`config.mk`:
```
export PLATFORM = sky130hd
export DESIGN_NAME = color_manager
export DESIGN_NICKNAME = d
export VERILOG_FILES = /design/src/rtl/color_manager_pkg.sv /design/src/rtl/vga_position_tracker.sv /design/src/rtl/color_manager.sv
export SDC_FILE = /design/constraint.sdc
export NUM_CORES = 1
export LEC_CHECK = 0
export CAP_MARGIN = 20
export CORE_MARGIN = 2
export CORE_UTILIZATION = 49
export CTS_CLUSTER_SIZE = 24
export DETAILED_ROUTE_END_ITERATION = 6
export DONT_BUFFER_PORTS = 1
export PLACE_DENSITY = 0.66
export REMOVE_ABC_BUFFERS = 1
export SYNTH_ARGS = -nofsm -noshare
export SYNTH_HDL_FRONTEND = slang
export SYNTH_HIERARCHICAL = 1
export SYNTH_SLANG_ARGS = --single-unit
```
`constraint.sdc`:
```
create_clock -name Clk -period 1.9 [get_ports Clk]
set_input_delay 0.57 -clock Clk [delete_from_list [all_inputs] [get_ports Clk]]
set_output_delay 0.57 -clock Clk [all_outputs]
set_load 0.02 [all_outputs]
```
`src/rtl/color_manager_pkg.sv`:
```
// Shared widths, protocol codes and quadrant helpers for the colour manager.
package color_manager_pkg;

  localparam int UART_W      = 8;
  localparam int ADDR_W      = 2;
  localparam int COLOR_W     = 10;
  localparam int STATUS_W    = 2;
  localparam int NOTIF_W     = 2;
  localparam int ERROR_W     = 2;
  localparam int VGA_NOTIF_W = 3;
  localparam int PIXEL_W     = 10;
  localparam int CNT_W       = 11;
  localparam int H_HALF_DEF  = 320;
  localparam int V_HALF_DEF  = 240;

  typedef enum logic [1:0] {
    ST_IDLE      = 2'b00,
    ST_WAIT_DATA = 2'b01,
    ST_WRITE     = 2'b10
  } state_t;

  localparam logic [1:0] TAG_FIRST  = 2'b00;
  localparam logic [1:0] TAG_SECOND = 2'b01;

  localparam logic [1:0] ERR_NONE     = 2'b00;
  localparam logic [1:0] ERR_IDLE_TAG = 2'b01;
  localparam logic [1:0] ERR_WAIT_TAG = 2'b10;
  localparam logic [1:0] ERR_BUSY     = 2'b11;

  localparam logic [1:0] QUAD_LU = 2'b00;
  localparam logic [1:0] QUAD_RU = 2'b01;
  localparam logic [1:0] QUAD_LD = 2'b10;
  localparam logic [1:0] QUAD_RD = 2'b11;

  localparam logic [PIXEL_W-1:0] DEBUG_COLOR = '1;

  function automatic logic [1:0] quad_of(input logic left, input logic up);
    case ({left, up})
      2'b11:   return QUAD_LU;
      2'b01:   return QUAD_RU;
      2'b10:   return QUAD_LD;
      default: return QUAD_RD;
    endcase
  endfunction

endpackage

```
`src/rtl/vga_position_tracker.sv`:
```
// Tracks the beam position: clocks since the last HSync rise and lines since the last VSync rise.
module vga_position_tracker
  import color_manager_pkg::*;
(
  input  logic             clk,
  input  logic             rst_n,
  input  logic             hsync,
  input  logic             vsync,
  output logic [CNT_W-1:0] h_cnt,
  output logic [CNT_W-1:0] v_cnt
);

  logic hsync_q;
  logic vsync_q;
  logic h_rise;
  logic v_rise;

  assign h_rise = hsync & ~hsync_q;
  assign v_rise = vsync & ~vsync_q;

  // NOTE: sequential state uses <= so every register samples pre-edge values.
  always_ff @(posedge clk or negedge rst_n) begin
    if (!rst_n) begin
      hsync_q <= 1'b0;
      vsync_q <= 1'b0;
      h_cnt   <= '0;
      v_cnt   <= '0;
    end else begin
      hsync_q <= hsync;
      vsync_q <= vsync;
      if (h_rise)           h_cnt <= '0;
      else if (h_cnt != '1) h_cnt <= h_cnt + 1'b1;
      // Frame restart wins over a coincident line increment.
      if (v_rise)                     v_cnt <= '0;
      else if (h_rise && v_cnt != '1) v_cnt <= v_cnt + 1'b1;
    end
  end

endmodule

```
`src/rtl/color_manager.sv`:
```
// Parses two-byte UART colour commands into a four-quadrant colour bank and drives the VGA pixel colour.
module color_manager
  import color_manager_pkg::*;
#(
  parameter int UART_DATA_WIDTH           = UART_W,
  parameter int C_ADDR_WIDTH              = ADDR_W,
  parameter int C_DATA_WIDTH              = COLOR_W,
  parameter int CONFIG_STATUS_WIDTH       = STATUS_W,
  parameter int CONFIG_NOTIFICATION_WIDTH = NOTIF_W,
  parameter int CONFIG_ERROR_WIDTH        = ERROR_W,
  parameter int VGA_NOTIFICATION_WIDTH    = VGA_NOTIF_W,
  parameter int DATA_WIDTH                = PIXEL_W,
  parameter int H_HALF                    = H_HALF_DEF,
  parameter int V_HALF                    = V_HALF_DEF
)(
  input  logic                                 Clk,
  input  logic                                 rst_n,
  input  logic                                 Empty,
  input  logic [UART_DATA_WIDTH-1:0]           RXD_Data,
  input  logic                                 C_Rdy,
  input  logic                                 Vertical_Split,
  input  logic                                 Horizontal_Split,
  input  logic                                 VGA_debug,
  input  logic                                 HSync,
  input  logic                                 VSync,
  output logic [C_ADDR_WIDTH-1:0]              C_Addr,
  output logic [C_DATA_WIDTH-1:0]              C_Data,
  output logic                                 C_Valid,
  output logic [CONFIG_STATUS_WIDTH-1:0]       Config_Status,
  output logic [CONFIG_NOTIFICATION_WIDTH-1:0] Config_Notification,
  output logic                                 Config_Notification_Valid,
  output logic [CONFIG_ERROR_WIDTH-1:0]        Config_Error,
  output logic                                 Error_Valid,
  output logic [VGA_NOTIFICATION_WIDTH-1:0]    VGA_Notification,
  output logic                                 VGA_Notification_Valid,
  output logic [DATA_WIDTH-1:0]                Data_VGA
);

  state_t                  state, state_next;
  logic                    byte_valid;
  logic [1:0]              tag;
  logic                    take_first, take_second, write_fire, err_fire;
  logic [1:0]              err_code;
  logic [C_ADDR_WIDTH-1:0] pend_addr;
  logic [C_DATA_WIDTH-1:0] pend_data;
  logic [C_DATA_WIDTH-1:0] bank [4];
  logic [CNT_W-1:0]        h_cnt, v_cnt;
  logic [1:0]              quad_sel;
  logic [2:0]              vga_mode;

  assign byte_valid = ~Empty;
  assign tag        = RXD_Data[UART_DATA_WIDTH-1 -: 2];

  vga_position_tracker u_tracker (
    .clk   (Clk),
    .rst_n (rst_n),
    .hsync (HSync),
    .vsync (VSync),
    .h_cnt (h_cnt),
    .v_cnt (v_cnt)
  );

  always_ff @(posedge Clk or negedge rst_n) begin
    if (!rst_n) state <= ST_IDLE;
    else        state <= state_next;
  end

  // NOTE: every always_comb output gets a default first so no latch is inferred.
  always_comb begin
    state_next  = state;
    take_first  = 1'b0;
    take_second = 1'b0;
    write_fire  = 1'b0;
    err_fire    = 1'b0;
    err_code    = ERR_NONE;
    case (state)
      ST_IDLE: if (byte_valid) begin
        if (tag == TAG_FIRST) begin
          take_first = 1'b1;
          state_next = ST_WAIT_DATA;
        end else begin
          err_fire = 1'b1;
          err_code = ERR_IDLE_TAG;
        end
      end
      ST_WAIT_DATA: if (byte_valid) begin
        if (tag == TAG_SECOND) begin
          take_second = 1'b1;
          state_next  = ST_WRITE;
        end else begin
          err_fire   = 1'b1;
          err_code   = ERR_WAIT_TAG;
          state_next = ST_IDLE;
        end
      end
      ST_WRITE: begin
        // A byte arriving mid-write is dropped; the pending write is untouched.
        if (byte_valid) begin
          err_fire = 1'b1;
          err_code = ERR_BUSY;
        end
        if (C_Rdy) begin
          write_fire = 1'b1;
          state_next = ST_IDLE;
        end
      end
      default: state_next = ST_IDLE;
    endcase
  end

  always_comb begin
    C_Valid       = (state == ST_WRITE);
    C_Addr        = (state == ST_WRITE) ? pend_addr : '0;
    C_Data        = (state == ST_WRITE) ? pend_data : '0;
    Config_Status = CONFIG_STATUS_WIDTH'(state);
  end

  // NOTE: the colour bank is reset explicitly because the display reads it straight after reset.
  always_ff @(posedge Clk or negedge rst_n) begin
    if (!rst_n) begin
      pend_addr                 <= '0;
      pend_data                 <= '0;
      for (int i = 0; i < 4; i++) bank[i] <= '0;
      Config_Notification       <= '0;
      Config_Notification_Valid <= 1'b0;
      Config_Error              <= '0;
      Error_Valid               <= 1'b0;
    end else begin
      if (take_first) begin
        pend_addr                     <= RXD_Data[5:4];
        pend_data[C_DATA_WIDTH-1 -: 4] <= RXD_Data[3:0];
      end
      if (take_second) pend_data[5:0] <= RXD_Data[5:0];
      if (write_fire) begin
        bank[pend_addr]     <= pend_data;
        Config_Notification <= CONFIG_NOTIFICATION_WIDTH'(pend_addr);
      end
      Config_Notification_Valid <= write_fire;
      if (err_fire) Config_Error <= CONFIG_ERROR_WIDTH'(err_code);
      Error_Valid <= err_fire;
    end
  end

  assign quad_sel = quad_of(~Vertical_Split   || (h_cnt < CNT_W'(H_HALF)),
                            ~Horizontal_Split || (v_cnt < CNT_W'(V_HALF)));
  assign vga_mode = {VGA_debug, Horizontal_Split, Vertical_Split};

  always_ff @(posedge Clk or negedge rst_n) begin
    if (!rst_n) begin
      Data_VGA               <= '0;
      VGA_Notification       <= '0;
      VGA_Notification_Valid <= 1'b0;
    end else begin
      Data_VGA               <= VGA_debug ? DATA_WIDTH'(DEBUG_COLOR) : DATA_WIDTH'(bank[quad_sel]);
      VGA_Notification       <= VGA_NOTIFICATION_WIDTH'(vga_mode);
      VGA_Notification_Valid <= (VGA_NOTIFICATION_WIDTH'(vga_mode) != VGA_Notification);
    end
  end

endmodule

```
==> flow_metrics.env <==
export IMPL_outcome="complete, but fails checks"
export IMPL_violations="negative hold slack"
export IMPL_cts_buffers=9
export IMPL_drtIter0Drc=96
export IMPL_die_x_um=98.9
export IMPL_hp_class="in -> async"
export IMPL_grt_total_usage_pct=17.7
export IMPL_cts_htree_levels=3
export IMPL_clk_latency_ns=0.35
export IMPL_first_pass_iters=4
export IMPL_yosysTopAreaCellShare_pct=55.6
export IMPL_peakVddDrop_v=0.000513
export IMPL_drc=0
export IMPL_post_route_min_period_ns=1.87
export IMPL_finalWorstSetupSlack_ns=0.0326
export IMPL_crit_arrival_ns=1.30
export IMPL_worstMarginPinSlew_ns=0.420
export IMPL_critPathLaunchType="flip-flop"
export IMPL_synthArstFlopShare_pct=100
export IMPL_initial_utilization_pct=50.6
export IMPL_avgSynthCellArea_sq_um=12.8
export IMPL_nets=376
export IMPL_cp_max_fo=5
export IMPL_coreArea_sq_um=8720
export IMPL_wl_per_cell_um=17.4
export IMPL_yosysTopAreaCell="dfrtp_1"
export IMPL_fp_dieH_um=98.9
export IMPL_synth_common_cells="dfrtp_1, mux2_2, mux2i_1"
export IMPL_r2r_start="Config_Status[0]"
export IMPL_drt_total_wl_um=8160
export IMPL_antenna_found_initial=0
export IMPL_cp_required_ns=1.33
export IMPL_end_kind="output port"
export IMPL_yosysMostFrequentCell="dfrtp_1"
export IMPL_synth_ff_type="dfrtp_1"
export IMPL_clock_path_buffers=2
export IMPL_num_rows=34
export IMPL_timing_final_max_slew_violations=0
export IMPL_diodes=0
export IMPL_vias=2656
export IMPL_synth_cell_type_count=56
export IMPL_finalHoldViolCount=98
export IMPL_dieArea_sq_um=9770
export IMPL_rsz0062_at_grt="true"
export IMPL_grt_ovfl_total=0
export IMPL_fillers=707
export IMPL_vias_per_cell=5.65
export IMPL_clk_pin_slew_ns=0.09
export IMPL_area_growth_pct=10.5
export IMPL_cap_viol_max_count=0
export IMPL_synth_area_leaders="dfrtp_1, mux2_2, mux2i_1"
export IMPL_leakagePower_nw=2.38
export IMPL_powerDensity_nw_per_um2=948
export IMPL_grt_max_degree=99
export IMPL_timing_final_crit_share_pct=98.3
export IMPL_grt_pass1_wl_um=13800
export IMPL_reg2reg_depth=6
export IMPL_detailedPlace_worstSlack_ns=0.191
export IMPL_cts_sinks=98
export IMPL_worstSetupPathType="reg -> out"
export IMPL_tritoncts="built"
export IMPL_portBuffers=0
export IMPL_synth_edff_count=0
export IMPL_num_io_pins=52
export IMPL_fmax_ghz=0.536
export IMPL_drtAntennaViolNets=0
export IMPL_yosysSeqAreaShare_pct=55.6
export IMPL_yosysWarnings=6
export IMPL_syn_inst=344
export IMPL_finalPower_mw=4.62
export IMPL_holdWs_ns=-0.0916
export IMPL_place_gp_congestion=0.787
export IMPL_r2r_end="bank[22]"
export IMPL_setup_viol=0
export IMPL_cts_root_buf="clkbuf_8"
export IMPL_fin_setup_tns_ns=0
export IMPL_syn_area_sq_um=4410
export IMPL_hpwlAfterDp_um=5370
export IMPL_ys_ff_latch=98
export IMPL_fin_util_pct=55.9
export IMPL_r2r_slack_ns=0.12
export IMPL_fin_skew_ns=0.00692
export IMPL_slew_headroom_pct=71.9
export IMPL_grt_pass1_vias=2774
export IMPL_drive_gt1_share_pct=30.4
## worst max-delay path by stage
stage,to,startpoint,slack [ns]
CTS,C_Addr[1],Config_Status[0],-0.002
detailed placement,pend_data[0],RXD_Data[6],0.19
floorplan,Data_VGA[0],u_tracker/h_cnt[7],-1.47
global route,C_Data[2],Config_Status[0],-0.02
finish,C_Data[8],Config_Status[0],0.03
global placement,pend_data[4],RXD_Data[6],0.24
## cell usage in the layout, fill, tap and decap left out, drive strengths merged, types with 8 or more instances in the layout
master	Yosys	final
o21ai	8	8
clkbuf	4	11
buf	8	14
mux2	52	52
nor3	10	10
a21oi	10	10
nor2	21	21
dfrtp	98	98
and2	12	12
mux2i	23	23
a22oi	10	10
nand2	19	19
## cell type report
type,count,area [sq um],share of cell area [%]
clock buffer,11,141,2.90
clock inverter,5,85.1,1.75
inverter,4,15.0,0.308
multi-input combinational,230,1920,39.4
sequential,98,2450,50.3
tap,108,135,2.77
timing repair buffer,14,125,2.57
## through the flow
step | instances | cell area [sq um]
final | 470 | 4870
after global routing | 470 | 4870
after CTS | 468 | 4850
after detailed placement | 452 | 4600
after global placement | 452 | 4600
after floorplan | 332 | 4350
## kinds of logic after synthesis
| kind of cell | after synthesis | share of synthesized area [%] |
|---|---|---|
| AOI/OAI and AO/OA | 48 | 7.69 |
| xor gates and xnor gates | 6 | 1.19 |
| adders and majority gates | 2 | 0.567 |
| buffers and inverters | 16 | 1.76 |
| DFF | 98 | 55.6 |
| muxes | 75 | 18.5 |
| and+or+nand+nor | 99 | 14.7 |
## critical path, cell delays in order, from the launching register on
cell	delay [ns]
dfrtp_1	0.41
nor2b_4	0.16
buf_4	0.17
and2_2	0.21
## where the power goes
group	switching, mW	internal (mW)	leakage [nW]	total [mW]
combinational	0.185	0.260	0.984	0.445
sequential	0.323	2.36	1.28	2.68
clock	0.708	0.788	0.111	1.50
## sequential cells by signal, indices dropped and copies added (netlist names)
name                       flops
Config_Status                  2
u_tracker/vsync_q              1
u_tracker/v_cnt               11
pend_addr                      2
bank                          40
Config_Notification_Valid      1
u_tracker/h_cnt               11
Config_Notification            2
Data_VGA                      10
u_tracker/hsync_q              1
VGA_Notification               3
Error_Valid                    1
Config_Error                   2
pend_data                     10
VGA_Notification_Valid         1
## repair_timing
| action | 4_1_cts | 5_1_grt |
|---|---|---|
| setup buffers | 0 | 2 |
| resized for setup | 16 | 7 |
| setup endpoints to repair | 12 | 12 |
| endpoints found under the hold margin | 98 | 98 |
## per-layer routing
layer | global-route usage (%) | share of wire (%) | up-vias
met2 | 29.5 | 49 | 46
met4 | 5.37 | 0.54 | 0
met3 | 3.33 | 3.5 | 4
li1 | - | - | 1279
met1 | 23.8 | 47 | 1327
met5 | 0 | 0 | -
Note: power is estimated with default switching activity, not from simulation.
